### config.mk
export PLATFORM = sky130hd
export DESIGN_NAME = uc_arbiter_flat
export DESIGN_NICKNAME = d
export VERILOG_FILES = /design/src/rtl/uc_arbiter_if.sv /design/src/rtl/uc_arbiter.sv /design/src/flat_wrapper.sv
export SDC_FILE = /design/constraint.sdc
export NUM_CORES = 1
export LEC_CHECK = 0
export CAP_MARGIN = 20
export CORE_MARGIN = 2
export CORE_UTILIZATION = 55
export DETAILED_ROUTE_END_ITERATION = 16
export PLACE_DENSITY = 0.78
export SLEW_MARGIN = 10
export SYNTH_ARGS = -nofsm -noshare
export SYNTH_HDL_FRONTEND = slang
export SYNTH_SLANG_ARGS = --single-unit
### constraint.sdc
create_clock -name clk -period 5.4 [get_ports clk]
set_input_delay 0.54 -clock clk [delete_from_list [all_inputs] [get_ports clk]]
set_output_delay 0.54 -clock clk [all_outputs]
set_load 0.1 [all_outputs]
### src/rtl/uc_arbiter_if.sv
`default_nettype none
// ============================================================================
// Module      : uc_arbiter_if
// Description : Handshake bundle around the unit-clause arbiter: BCP engine
//               offers/grants, the decision-unit init offer, and the GST-facing
//               presentation/pop signals.
// Revision    : 1.0  initial release
// ============================================================================
interface uc_arbiter_if #(
    parameter int NUM_ENGINE = 4,
    parameter int LIT_W      = 8
);
    logic [NUM_ENGINE*LIT_W-1:0] bcp2ucarb_lit;
    logic [NUM_ENGINE-1:0]       bcp2ucarb_valid;
    logic [NUM_ENGINE-1:0]       ucarb2bcp_grant;
    logic [LIT_W-1:0]            dec2ucarb_init_lit;
    logic                        dec2ucarb_init_valid;
    logic                        ucarb2dec_init_ready;
    logic [LIT_W-1:0]            ucarb2gst_lit;
    logic                        ucarb2gst_valid;
    logic [LIT_W-1:0]            ucarb2gst_init_lit;
    logic                        ucarb2gst_init_vaild;
    logic                        gst2ucarb_pop;

    // Environment side: engines, decision unit and GST
    modport master (
        output bcp2ucarb_lit, bcp2ucarb_valid, dec2ucarb_init_lit,
               dec2ucarb_init_valid, gst2ucarb_pop,
        input  ucarb2bcp_grant, ucarb2dec_init_ready, ucarb2gst_lit,
               ucarb2gst_valid, ucarb2gst_init_lit, ucarb2gst_init_vaild
    );

    // Arbiter side
    modport slave (
        input  bcp2ucarb_lit, bcp2ucarb_valid, dec2ucarb_init_lit,
               dec2ucarb_init_valid, gst2ucarb_pop,
        output ucarb2bcp_grant, ucarb2dec_init_ready, ucarb2gst_lit,
               ucarb2gst_valid, ucarb2gst_init_lit, ucarb2gst_init_vaild
    );
endinterface
`default_nettype wire

### src/rtl/uc_arbiter.sv
`default_nettype none
// ============================================================================
// Module      : uc_arbiter
// Description : Unit-clause arbiter ahead of the global state table. A
//               round-robin arbiter serialises engine literals into a FIFO;
//               a held init literal takes presentation priority over the FIFO.
//               Optional macro UCARB_DEDUP_EN drops duplicate literals and
//               flags opposite-polarity clashes on the sticky conflict output.
// Revision    : 1.0  initial release
// ============================================================================
module uc_arbiter #(
    parameter int NUM_ENGINE = 4,
    parameter int LIT_W      = 8,
    parameter int DEPTH      = 16
) (
    input  logic                     clk,
    input  logic                     rst_n,
    input  logic                     flush,
    uc_arbiter_if.slave              bus,
    output logic                     ucarb_empty,
    output logic                     ucarb_full,
    output logic [$clog2(DEPTH):0]   ucarb_count,
    output logic                     ucarb_conflict
);
    localparam int c_PTR_W = $clog2(DEPTH);
    localparam int c_CNT_W = c_PTR_W + 1;
    localparam int c_RR_W  = (NUM_ENGINE > 1) ? $clog2(NUM_ENGINE) : 1;

    logic [LIT_W-1:0]      r_mem [DEPTH];
    logic [c_PTR_W-1:0]    r_head;
    logic [c_PTR_W-1:0]    r_tail;
    logic [c_CNT_W-1:0]    r_count;
    logic [c_RR_W-1:0]     r_rr;
    logic                  r_init_valid;
    logic [LIT_W-1:0]      r_init_lit;

    logic                  w_fifo_empty;
    logic                  w_full;
    logic [NUM_ENGINE-1:0] w_grant;
    logic                  w_gnt_any;
    logic [c_RR_W-1:0]     w_gnt_idx;
    logic [LIT_W-1:0]      w_gnt_lit;
    logic                  w_init_acc;
    logic                  w_push;
    logic                  w_pop_fifo;
    logic                  w_pop_init;
    logic                  w_gnt_drop;
    logic                  w_init_drop;

    assign w_fifo_empty = (r_count == '0);
    assign w_full       = (r_count == c_CNT_W'(DEPTH));

    // Round-robin search from r_rr; full, flush and reset suppress any grant
    always_comb begin
        int v_idx;
        v_idx     = 0;
        w_grant   = '0;
        w_gnt_any = 1'b0;
        w_gnt_idx = '0;
        if (rst_n && !flush && !w_full) begin
            for (int k = 0; k < NUM_ENGINE; k++) begin
                v_idx = (int'(r_rr) + k) % NUM_ENGINE;
                if (!w_gnt_any && bus.bcp2ucarb_valid[v_idx]) begin
                    w_gnt_any       = 1'b1;
                    w_gnt_idx       = c_RR_W'(v_idx);
                    w_grant[v_idx]  = 1'b1;
                end
            end
        end
    end

    assign w_gnt_lit  = bus.bcp2ucarb_lit[int'(w_gnt_idx)*LIT_W +: LIT_W];
    assign w_init_acc = bus.dec2ucarb_init_valid && !r_init_valid && !flush;
    // A zero literal is granted (consumed) but never written to the FIFO
    assign w_push     = w_gnt_any && (w_gnt_lit != '0) && !w_gnt_drop;
    // Init has presentation priority, so a pop retires it before the FIFO head
    assign w_pop_init = bus.gst2ucarb_pop && r_init_valid;
    assign w_pop_fifo = bus.gst2ucarb_pop && !r_init_valid && !w_fifo_empty;

`ifdef UCARB_DEDUP_EN
    logic             r_conflict;
    logic [DEPTH-1:0] w_ent_valid;
    logic             w_gnt_dup;
    logic             w_gnt_conf;
    logic             w_init_dup;
    logic             w_init_conf;

    // Variable index: negative literals hold the two's complement in the low bits
    function automatic logic [LIT_W-2:0] f_var(input logic [LIT_W-1:0] lit);
        f_var = lit[LIT_W-1] ? (~lit[LIT_W-2:0] + (LIT_W-1)'(1)) : lit[LIT_W-2:0];
    endfunction

    // Mark FIFO slots that currently hold live entries (between head and head+count)
    always_comb begin
        logic [c_PTR_W-1:0] v_off;
        v_off       = '0;
        w_ent_valid = '0;
        for (int i = 0; i < DEPTH; i++) begin
            v_off          = c_PTR_W'(i) - r_head;
            w_ent_valid[i] = ({1'b0, v_off} < r_count);
        end
    end

    // Compare both candidates against live FIFO entries and the held init literal
    always_comb begin
        w_gnt_dup   = 1'b0;
        w_gnt_conf  = 1'b0;
        w_init_dup  = 1'b0;
        w_init_conf = 1'b0;
        for (int i = 0; i < DEPTH; i++) begin
            if (w_ent_valid[i]) begin
                if (r_mem[i] == w_gnt_lit)
                    w_gnt_dup = 1'b1;
                else if (f_var(r_mem[i]) == f_var(w_gnt_lit))
                    w_gnt_conf = 1'b1;
                if (r_mem[i] == bus.dec2ucarb_init_lit)
                    w_init_dup = 1'b1;
                else if (f_var(r_mem[i]) == f_var(bus.dec2ucarb_init_lit))
                    w_init_conf = 1'b1;
            end
        end
        if (r_init_valid) begin
            if (r_init_lit == w_gnt_lit)
                w_gnt_dup = 1'b1;
            else if (f_var(r_init_lit) == f_var(w_gnt_lit))
                w_gnt_conf = 1'b1;
        end
    end

    assign w_gnt_drop  = w_gnt_dup | w_gnt_conf;
    assign w_init_drop = w_init_dup | w_init_conf;

    // Sticky conflict flag, cleared only by flush or reset
    always_ff @(posedge clk or negedge rst_n) begin
        if (!rst_n)
            r_conflict <= 1'b0;
        else if (flush)
            r_conflict <= 1'b0;
        else if ((w_gnt_any && (w_gnt_lit != '0) && w_gnt_conf) ||
                 (w_init_acc && w_init_conf))
            r_conflict <= 1'b1;
    end

    assign ucarb_conflict = r_conflict;
`else
    assign w_gnt_drop     = 1'b0;
    assign w_init_drop    = 1'b0;
    assign ucarb_conflict = 1'b0;
`endif

    // FIFO storage; no reset needed since pointers/count qualify every read
    always_ff @(posedge clk) begin
        if (w_push)
            r_mem[r_tail] <= w_gnt_lit;
    end

    // Pointers, occupancy, rr pointer and init register; flush wins over all
    always_ff @(posedge clk or negedge rst_n) begin
        if (!rst_n) begin
            r_head       <= '0;
            r_tail       <= '0;
            r_count      <= '0;
            r_rr         <= '0;
            r_init_valid <= 1'b0;
            r_init_lit   <= '0;
        end else if (flush) begin
            r_head       <= '0;
            r_tail       <= '0;
            r_count      <= '0;
            r_rr         <= '0;
            r_init_valid <= 1'b0;
            r_init_lit   <= '0;
        end else begin
            if (w_push)
                r_tail <= r_tail + c_PTR_W'(1);
            if (w_pop_fifo)
                r_head <= r_head + c_PTR_W'(1);
            case ({w_push, w_pop_fifo})
                2'b10:   r_count <= r_count + c_CNT_W'(1);
                2'b01:   r_count <= r_count - c_CNT_W'(1);
                default: r_count <= r_count;
            endcase
            if (w_gnt_any) begin
                if (int'(w_gnt_idx) == NUM_ENGINE - 1)
                    r_rr <= '0;
                else
                    r_rr <= w_gnt_idx + c_RR_W'(1);
            end
            if (w_pop_init) begin
                r_init_valid <= 1'b0;
            end else if (w_init_acc && !w_init_drop) begin
                r_init_valid <= 1'b1;
                r_init_lit   <= bus.dec2ucarb_init_lit;
            end
        end
    end

    assign bus.ucarb2bcp_grant      = w_grant;
    assign bus.ucarb2dec_init_ready = !r_init_valid;
    assign bus.ucarb2gst_valid      = !r_init_valid && !w_fifo_empty;
    assign bus.ucarb2gst_lit        = (!r_init_valid && !w_fifo_empty) ? r_mem[r_head] : '0;
    assign bus.ucarb2gst_init_vaild = r_init_valid;
    assign bus.ucarb2gst_init_lit   = r_init_valid ? r_init_lit : '0;

    assign ucarb_empty = w_fifo_empty && !r_init_valid;
    assign ucarb_full  = w_full;
    assign ucarb_count = r_count;

endmodule
`default_nettype wire

### src/flat_wrapper.sv
// flat-port wrapper written by rule: the top's interface ports become plain ports
module uc_arbiter_flat 
#(
    parameter int NUM_ENGINE = 4,
    parameter int LIT_W      = 8,
    parameter int DEPTH      = 16
)
  (clk, rst_n, flush, ucarb_empty, ucarb_full, ucarb_count, ucarb_conflict, bus_bcp2ucarb_lit, bus_bcp2ucarb_valid, bus_dec2ucarb_init_lit, bus_dec2ucarb_init_valid, bus_gst2ucarb_pop, bus_ucarb2bcp_grant, bus_ucarb2dec_init_ready, bus_ucarb2gst_lit, bus_ucarb2gst_valid, bus_ucarb2gst_init_lit, bus_ucarb2gst_init_vaild);
  uc_arbiter_if #(.NUM_ENGINE(NUM_ENGINE), .LIT_W(LIT_W)) bus_i ();
  input  logic clk;
  input  logic rst_n;
  input  logic flush;
  output logic ucarb_empty;
  output logic ucarb_full;
  output logic [$clog2(DEPTH):0] ucarb_count;
  output logic ucarb_conflict;
  input wire logic [$bits(bus_i.bcp2ucarb_lit)-1:0] bus_bcp2ucarb_lit;
  input wire logic [$bits(bus_i.bcp2ucarb_valid)-1:0] bus_bcp2ucarb_valid;
  input wire logic [$bits(bus_i.dec2ucarb_init_lit)-1:0] bus_dec2ucarb_init_lit;
  input wire logic [$bits(bus_i.dec2ucarb_init_valid)-1:0] bus_dec2ucarb_init_valid;
  input wire logic [$bits(bus_i.gst2ucarb_pop)-1:0] bus_gst2ucarb_pop;
  output wire logic [$bits(bus_i.ucarb2bcp_grant)-1:0] bus_ucarb2bcp_grant;
  output wire logic [$bits(bus_i.ucarb2dec_init_ready)-1:0] bus_ucarb2dec_init_ready;
  output wire logic [$bits(bus_i.ucarb2gst_lit)-1:0] bus_ucarb2gst_lit;
  output wire logic [$bits(bus_i.ucarb2gst_valid)-1:0] bus_ucarb2gst_valid;
  output wire logic [$bits(bus_i.ucarb2gst_init_lit)-1:0] bus_ucarb2gst_init_lit;
  output wire logic [$bits(bus_i.ucarb2gst_init_vaild)-1:0] bus_ucarb2gst_init_vaild;
  assign bus_i.bcp2ucarb_lit = bus_bcp2ucarb_lit;
  assign bus_i.bcp2ucarb_valid = bus_bcp2ucarb_valid;
  assign bus_i.dec2ucarb_init_lit = bus_dec2ucarb_init_lit;
  assign bus_i.dec2ucarb_init_valid = bus_dec2ucarb_init_valid;
  assign bus_i.gst2ucarb_pop = bus_gst2ucarb_pop;
  assign bus_ucarb2bcp_grant = bus_i.ucarb2bcp_grant;
  assign bus_ucarb2dec_init_ready = bus_i.ucarb2dec_init_ready;
  assign bus_ucarb2gst_lit = bus_i.ucarb2gst_lit;
  assign bus_ucarb2gst_valid = bus_i.ucarb2gst_valid;
  assign bus_ucarb2gst_init_lit = bus_i.ucarb2gst_init_lit;
  assign bus_ucarb2gst_init_vaild = bus_i.ucarb2gst_init_vaild;
  uc_arbiter #(.NUM_ENGINE(NUM_ENGINE), .LIT_W(LIT_W), .DEPTH(DEPTH)) u_core (.clk(clk), .rst_n(rst_n), .flush(flush), .bus(bus_i), .ucarb_empty(ucarb_empty), .ucarb_full(ucarb_full), .ucarb_count(ucarb_count), .ucarb_conflict(ucarb_conflict));
endmodule
Word-level counts from Yosys, hierarchy flattened
Memory sizes are Yosys's and may differ from the RTL's.
Cells that the tools add are included.
{"block": "totals", "romBits": 0, "ff_bits": 24, "elab_cells": 130, "mem_count": 1, "latch_bits": 0, "mem_bits_rw": 128, "in_bits": 49, "output_inout_bits": 31}
{"block": "classes", "n_eq_ne": 5, "div_mod_pow": 0, "add_sub_neg": 8, "n_reduce_logical": 36, "n_lt_le_gt_ge": 8, "muxes": 59, "n_mul": 0, "shifts": 1, "bitwise_logic": 6}
{"memory": "u_core.r_mem", "words": 16, "width": 8, "rd": 1, "rd_clocked_by_memory_dff": 0, "wr": 1, "line": "uc_arbiter.sv:29", "text": "logic [LIT_W-1:0] r_mem [DEPTH];"}
{"op": "2-to-1 mux 4 bit", "count": 12}
{"op": "2-to-1 mux 8 bit", "count": 5}
{"op": "indexed part select 32 x 6 -> 8 bit", "count": 1}
{"op": "2-to-1 mux 1 bit", "count": 24}
{"op": "logical AND 1 bit", "count": 17}
{"op": "2-to-1 mux 2 bit", "count": 8}
{"op": "less-than comparator 3 x 4 -> 1 bit, second input constant", "count": 3}
{"op": "bitwise OR 4 bit", "count": 3}
{"op": "case mux 5 bit (2 select lines)", "count": 1}
{"op": ">= comparator 3 x 1 -> 1 bit, second input constant", "count": 3}
{"op": "adder 4 x 1 -> 4 bit, second input constant", "count": 2}
{"op": "binary-select mux 1 bit (select 2 bit)", "count": 4}
{"op": "demux 1 bit (select 2 bit)", "count": 4}
{"op": "nonzero test 2 bit", "count": 4}
{"op": "nonzero test 8 bit", "count": 1}
{"op": "zero test 1 bit", "count": 7}
{"op": "nonzero test 3 bit", "count": 2}
{"op": "OR reduction 2 bit", "count": 3}
{"op": "adder 5 x 1 -> 5 bit, second input constant", "count": 1}
{"op": "== test 5 bit, second input constant", "count": 1}
{"op": "zero test 5 bit", "count": 1}
{"op": "2-to-1 mux 5 bit", "count": 1}
{"op": "subtractor 5 x 1 -> 5 bit, second input constant", "count": 1}
{"op": "adder 2 x 1 -> 2 bit, second input constant", "count": 2}
{"op": "8 further kinds", "count": 12}

Longest topological paths before layout
{"block": "logic_depth", "word_depth": 23, "mapped_depth": 19, "mapped_depth_nobuf": 17}

Worst setup path before layout
OpenSTA, ideal clock, no wires.
{"block": "synth_timing", "kind": "reg-to-reg", "startpoint": "reg u_core.r_count[0] (netlist: u_core.ucarb_count[0])", "endpoint": "reg u_core.r_count[4] (netlist: u_core.ucarb_count[4])", "path_buffers": 1, "stages_incl_launch_ff": 16, "t_arrival_ps": 5024, "required_time_ps": 5266, "setup_time_ps": 134, "synth_period_minus_slack_ps": 5158, "setup_slack_ps": 242, "path_cell_list": "dfrtp_1 or4_1 nor2_1 nor2_1 o311ai_2 mux2_4 nand2_2 buf_2 nand2_1 fa_1 nor2b_1 o21ai_0 nand2b_1 nor3_1 a221oi_1 nand4_1"}
{"block": "synth_between", "elab_chain_len": 10, "elab_cells_between_ends": 18, "cone_classes": "add/sub (2); eq/ne (3); shift (1); mux (4); reduce/logical (8)"}
{"item": "from (decl)", "line": "uc_arbiter.sv:32", "text": "logic [c_CNT_W-1:0] r_count;"}
{"item": "from (signal assigned)", "line": "uc_arbiter.sv:179", "text": "2'b10: r_count <= r_count + c_CNT_W'(1);"}
{"item": "from (signal assigned)", "line": "uc_arbiter.sv:180", "text": "2'b01: r_count <= r_count - c_CNT_W'(1);"}
{"item": "from (signal assigned)", "line": "uc_arbiter.sv:181", "text": "default: r_count <= r_count;"}
{"item": "== test 5 bit (*)", "line": "uc_arbiter.sv:51", "text": "assign w_full = (r_count == c_CNT_W'(DEPTH));"}
{"item": "net ucarb_full", "line": "flat_wrapper.sv:14", "text": "output logic ucarb_full;"}
{"item": "zero test 1 bit (*)", "line": "uc_arbiter.sv:60", "text": "if (rst_n && !flush && !w_full) begin"}
{"item": "logical AND 1 bit (*)", "line": "uc_arbiter.sv:60"}
{"item": "2-to-1 mux 2 bit", "line": "uc_arbiter.sv:60"}
{"item": "indexed part select 32 x 6 -> 8 bit", "line": "uc_arbiter.sv:72", "text": "assign w_gnt_lit = bus.bcp2ucarb_lit[int'(w_gnt_idx)*LIT_W +: LIT_W];"}
{"item": "nonzero test 8 bit", "line": "uc_arbiter.sv:75", "text": "assign w_push = w_gnt_any && (w_gnt_lit != '0) && !w_gnt_drop;"}
{"item": "logical AND 1 bit (*)", "line": "uc_arbiter.sv:75"}
{"item": "== test 2 x 1 -> 1 bit / == test 2 bit (equally long branches)", "line": "uc_arbiter.sv:178", "text": "case ({w_push, w_pop_fifo})"}
{"item": "case mux 5 bit (2 select lines)", "line": "uc_arbiter.sv:178"}
{"item": "2-to-1 mux 5 bit", "line": "uc_arbiter.sv:166", "text": "end else if (flush) begin"}
Mark *: on every way through the listed nets, which the timed path passes. The rest lies on a longest branch.
A chain may end at the register's enable or synchronous reset.

Worst setup path after layout
{"block": "layout_timing", "startpoint": "reg u_core.r_rr[0]", "endpoint": "reg u_core.r_count[4] (netlist: u_core.ucarb_count[4])"}
{"block": "layout_between", "elab_chain_len": 22, "elab_cells_between_ends": 41, "cone_classes": "add/sub (3); eq/ne (2); shift (1); mux (26); reduce/logical (9)"}
{"item": "from (decl)", "line": "uc_arbiter.sv:33", "text": "logic [c_RR_W-1:0] r_rr;"}
{"item": "from (signal assigned)", "line": "uc_arbiter.sv:187", "text": "r_rr <= w_gnt_idx + c_RR_W'(1);"}
{"item": "parallel branches: the longest is 18 deep, another holds adder 2 x 1 -> 2 bit"}
{"item": "logical AND 1 bit (*)", "line": "uc_arbiter.sv:75"}
{"item": "== test 2 x 1 -> 1 bit / == test 2 bit (equally long branches)", "line": "uc_arbiter.sv:178"}
{"item": "case mux 5 bit (2 select lines)", "line": "uc_arbiter.sv:178"}
{"item": "2-to-1 mux 5 bit", "line": "uc_arbiter.sv:166"}
Every way passes the cells marked *. The select of a mux whose other input is x is not followed.

==> results by group <==
CTS
  • CTS tree: yes
  • CTS root buffer: clkbuf_16
  • CTS Buffer Depth: 2
  • Hold buffers post-CTS: 0
  • Number of post-CTS setup repair buffers: 0
  • Clock sinks: roughly 150
  • H-tree Lvls: 4
  • Clk pin slew, worst setup/hold paths: 0.05 ns
  • Number of buffers created by CTS: 17
  • Resize count post-CTS: 0
  • Worst-Skew Late Latency: ~0.4 ns

Job
  • Max-cap check violation count: 0

Routing
  • Drt total wl: ~16 mm
  • Via density: just over 6
  • Antenna-violating nets left: 0
  • Via total after detailed routing: between 4000 and 5000
  • 1st-pass router iterations: 6
  • DRC Markers: 0
  • Wire per inst: ~21 um
  • Initial DRC Count: 510

Layout
  • Post-layout nets: between 600 and 700
  • Area grow syn2layout: 21.1%
  • Ant. Diodes: 0
  • Final core occ: 0.679
  • Share of cells above drive strength 1: 0.171
  • Post-Layout Cell Count: 780

Power and ir drop
  • Clock Power Share: 0.252
  • Peak supply drop: approximately 0.00072 V
  • Switch share: 0.388
  • Total power: roughly 4.1 mW
  • Net switching power: ~1.6 mW
  • Pwr dens: between 400 and 500 mW/mm2
  • Internal power: 2.52 mW
  • P_leak: between 2 and 3 nW
  • Sequential share of power: 0.360
  • Combinational Power Share: 0.388

Timing
  • Period minus WS final: around 4.6 ns
  • TNS Setup: 0 ns
  • Peak Freq: roughly 0.22 GHz
  • Final setup fails: 0
  • Post-route clock skew: about 0.0072 ns
  • Slew headroom: 0.348
  • RSZ-0062 raised after global routing: false
  • Slew Viols, Final: 0
  • Final Cycle Share: 0.852
  • Tightest Pin Transition: roughly 0.98 ns
  • Hold Vio Cnt, Final: 0

Logic synthesis
  • Ys flop type: edfxtp_1
  • Yosys cell types: 53
  • Mean Syn Cell Area: ~14 um2
  • Syn_nets: approximately 580
  • Area leader, netlist: edfxtp_1
  • Yosys top cell area share: 0.522
  • Post-synth EDFFs: about 130
  • Ys async rst share: 0.158
  • Yosys reg bits: ~150
  • Most area-consuming cells after synthesis: edfxtp_1, mux4_2, dfrtp_1, ha_1, nand2_1
  • Area of the mapped netlist: 0.00736 mm2
  • Warnings, synthesis: 0
  • Register area share after synthesis: 0.604
  • Gate Count Post-Synth: between 500 and 600

Placement
  • Final HPWL DP: about 11 mm
  • Placed insts: ~750
  • Number of I/O port buffers: 78
  • Placer congestion estimate: around 0.93

Die
  • Initial Util: 0.560
  • Boundary Pins: 80
  • Die Area: between 0.01 and 0.015 mm2
  • Die H: about 120 um
  • # rows: 42
  • Core area: between 0.01 and 0.015 mm2
  • Horiz. Die Dim: between 100 and 150 um

Global routing
  • Met2 Use GR: 0.433
  • First-pass GRT wire length: between 20 and 30 mm
  • Gr usage total: 0.246
  • Grt ovf: 0
  • GRT busiest layer: met2
  • Largest net degree at the start of global routing: 36
  • M1 GR Usage: 0.304
  • Initial antenna violation count: 0
  • Vias in the first global route: just under 5000
  • Met3 GRT Util: 0.0542

Critical path
  • Crit path launch: u_core.r_rr[0]
  • Worst path arrival time: 4.87 ns
  • Worst setup EP type: flop
  • Worst EP required: 5.67 ns
  • Critical path's slowest cell: dfrtp_1
  • Worst-path fanout max: 14
  • Crit path max-delay family: compound AO/OA/AOI/OAI gates
  • CP max stage delay: approximately 0.6 ns
  • Worst path bufs/invs: 1
  • FF-to-FF Start: u_core.r_rr[0]
  • Setup Crit Path Kind: flop to flop
  • CP cell instances: inv_1 > ha_1 > mux4_2 > a211oi_4 > o311ai_2 > mux2i_4 > nor2_1 > nor2_1 > ha_1 > nor2b_1 > o21ai_0 > nand2b_1 > nand3_1 > nand2_1 > a221oi_1 > nand4_1
  • Critical Path Source Type: flop

Min path
  • Hold Path Origin: u_core.r_init_lit[5]
  • Type of the worst min-delay path: flop to flop

Status
  • Status: finished, final reports clean
metrics by stage:
step | hold WS, ns | setup slack (ns) | area (um2)
finish | 0.516 | 0.802 | 8920
CTS | 0.521 | 0.841 | 8870
detailed placement | 0.513 | 0.837 | 8360
floorplan | 0.244 | 0.242 | 7360
global route | 0.547 | 0.393 | 8920
global placement | 0.506 | 1.00 | 8350
final cells by class:
| cell class | instances | area (um2) |
|---|---|---|
| flip-flops and latches | 152 | 4450 |
| fillers | 939 | 4220 |
| multi-input cells | 315 | 2750 |
| repair buffers | 99 | 951 |
| clock buffers | 18 | 429 |
| well taps | 176 | 220 |
| clock inverters | 10 | 82.6 |
| inverters | 10 | 37.5 |
power groups by stage:
stage                     combinational, mW  sequential, mW  clock (mW)
after floorplan                        1.12            1.55           0
after global placement                 1.52            1.50           0
after detailed placement               1.56            1.50           0
after CTS                              1.57            1.48        1.06
after global routing                   1.68            1.49        1.10
final                                  1.60            1.48        1.04
sequential cells by signal (all words and copies together) (netlist names):
register                         cells
u_core.bus.ucarb2gst_init_vaild      1
u_core.ucarb_count                   5
u_core.r_init_lit                    8
u_core.r_mem                       128
u_core.r_tail                        4
u_core.r_rr                          2
u_core.r_head                        4
per-layer routing:
| metal | wire, um | vias up |
|---|---|---|
| met5 | 0 | - |
| met1 | 6440 | 2400 |
| met4 | 348 | 0 |
| met3 | 1020 | 34 |
| met2 | 8650 | 181 |
| li1 | - | 2145 |
final timing paths:
path	end	slack, ns	cells past startpoint
setup / recovery	u_core.ucarb_count[4]	0.80	16
hold / removal	u_core.r_init_lit[5]	0.52	2
max in group asynchronous	u_core.r_head[0]	4.61	2
min in group asynchronous	u_core.ucarb_count[2]	0.53	2
setup reg to reg	u_core.ucarb_count[4]	0.80	16
hold reg to reg	u_core.r_init_lit[5]	0.52	2
cells by family (layout without fill, tap and decap cells):
logic type,Yosys count,count (layout),share of synthesized area
AO/OA/AOI/OAI,66,66,0.0625
XOR/XNOR,5,5,0.00595
adder cells (fa/ha/maj),16,16,0.0282
buffers and inverters,43,137,0.0270
flip-flops,152,152,0.604
multiplexers,60,60,0.156
other,1,1,0.000509
AND/OR/NAND/NOR,167,167,0.116
cells in the final DEF (no fill, tap or decap), drive strengths merged, types with 2 or more instances in the layout:
| master | n |
|---|---|
| a211oi | 10 |
| a21o | 2 |
| a21oi | 23 |
| a221oi | 5 |
| a22oi | 4 |
| and2 | 18 |
| and4b | 3 |
| buf | 21 |
| clkbuf | 18 |
| clkdlybuf4s50 | 78 |
| clkinv | 8 |
| dfrtp | 24 |
| edfxtp | 128 |
| ha | 15 |
| inv | 11 |
| mux2 | 3 |
| mux2i | 15 |
| mux4 | 42 |
| nand2 | 42 |
| nand2b | 3 |
| nand3 | 14 |
| nand4 | 4 |
| nor2 | 33 |
| nor2b | 12 |
| nor3 | 18 |
| nor4 | 9 |
| nor4b | 5 |
| o21ai | 8 |
| o22ai | 2 |
| o311ai | 3 |
| o31ai | 4 |
| or3 | 2 |
| xor2 | 4 |
worst min-delay path, cell delays in order, from the launching register on:
cell	delay, ns
dfrtp_1	0.37
nand2_1	0.05
a21oi_1	0.05
cell usage after synthesis (all sizes together), types with 4 or more instances:
master and count:
mux4 42, o31ai 4, nand4 4, and2 18, nor4b 5, nand3 14
a21oi 23, clkbuf 16, nor2b 12, nor3 18, buf 17, inv 10
nand2 42, edfxtp 128, nor2 33, a22oi 4, o21ai 8, nor4 9
a221oi 5, dfrtp 24, mux2i 15, xor2 4, ha 15, a211oi 10
(Power assumes the default switching activity.)
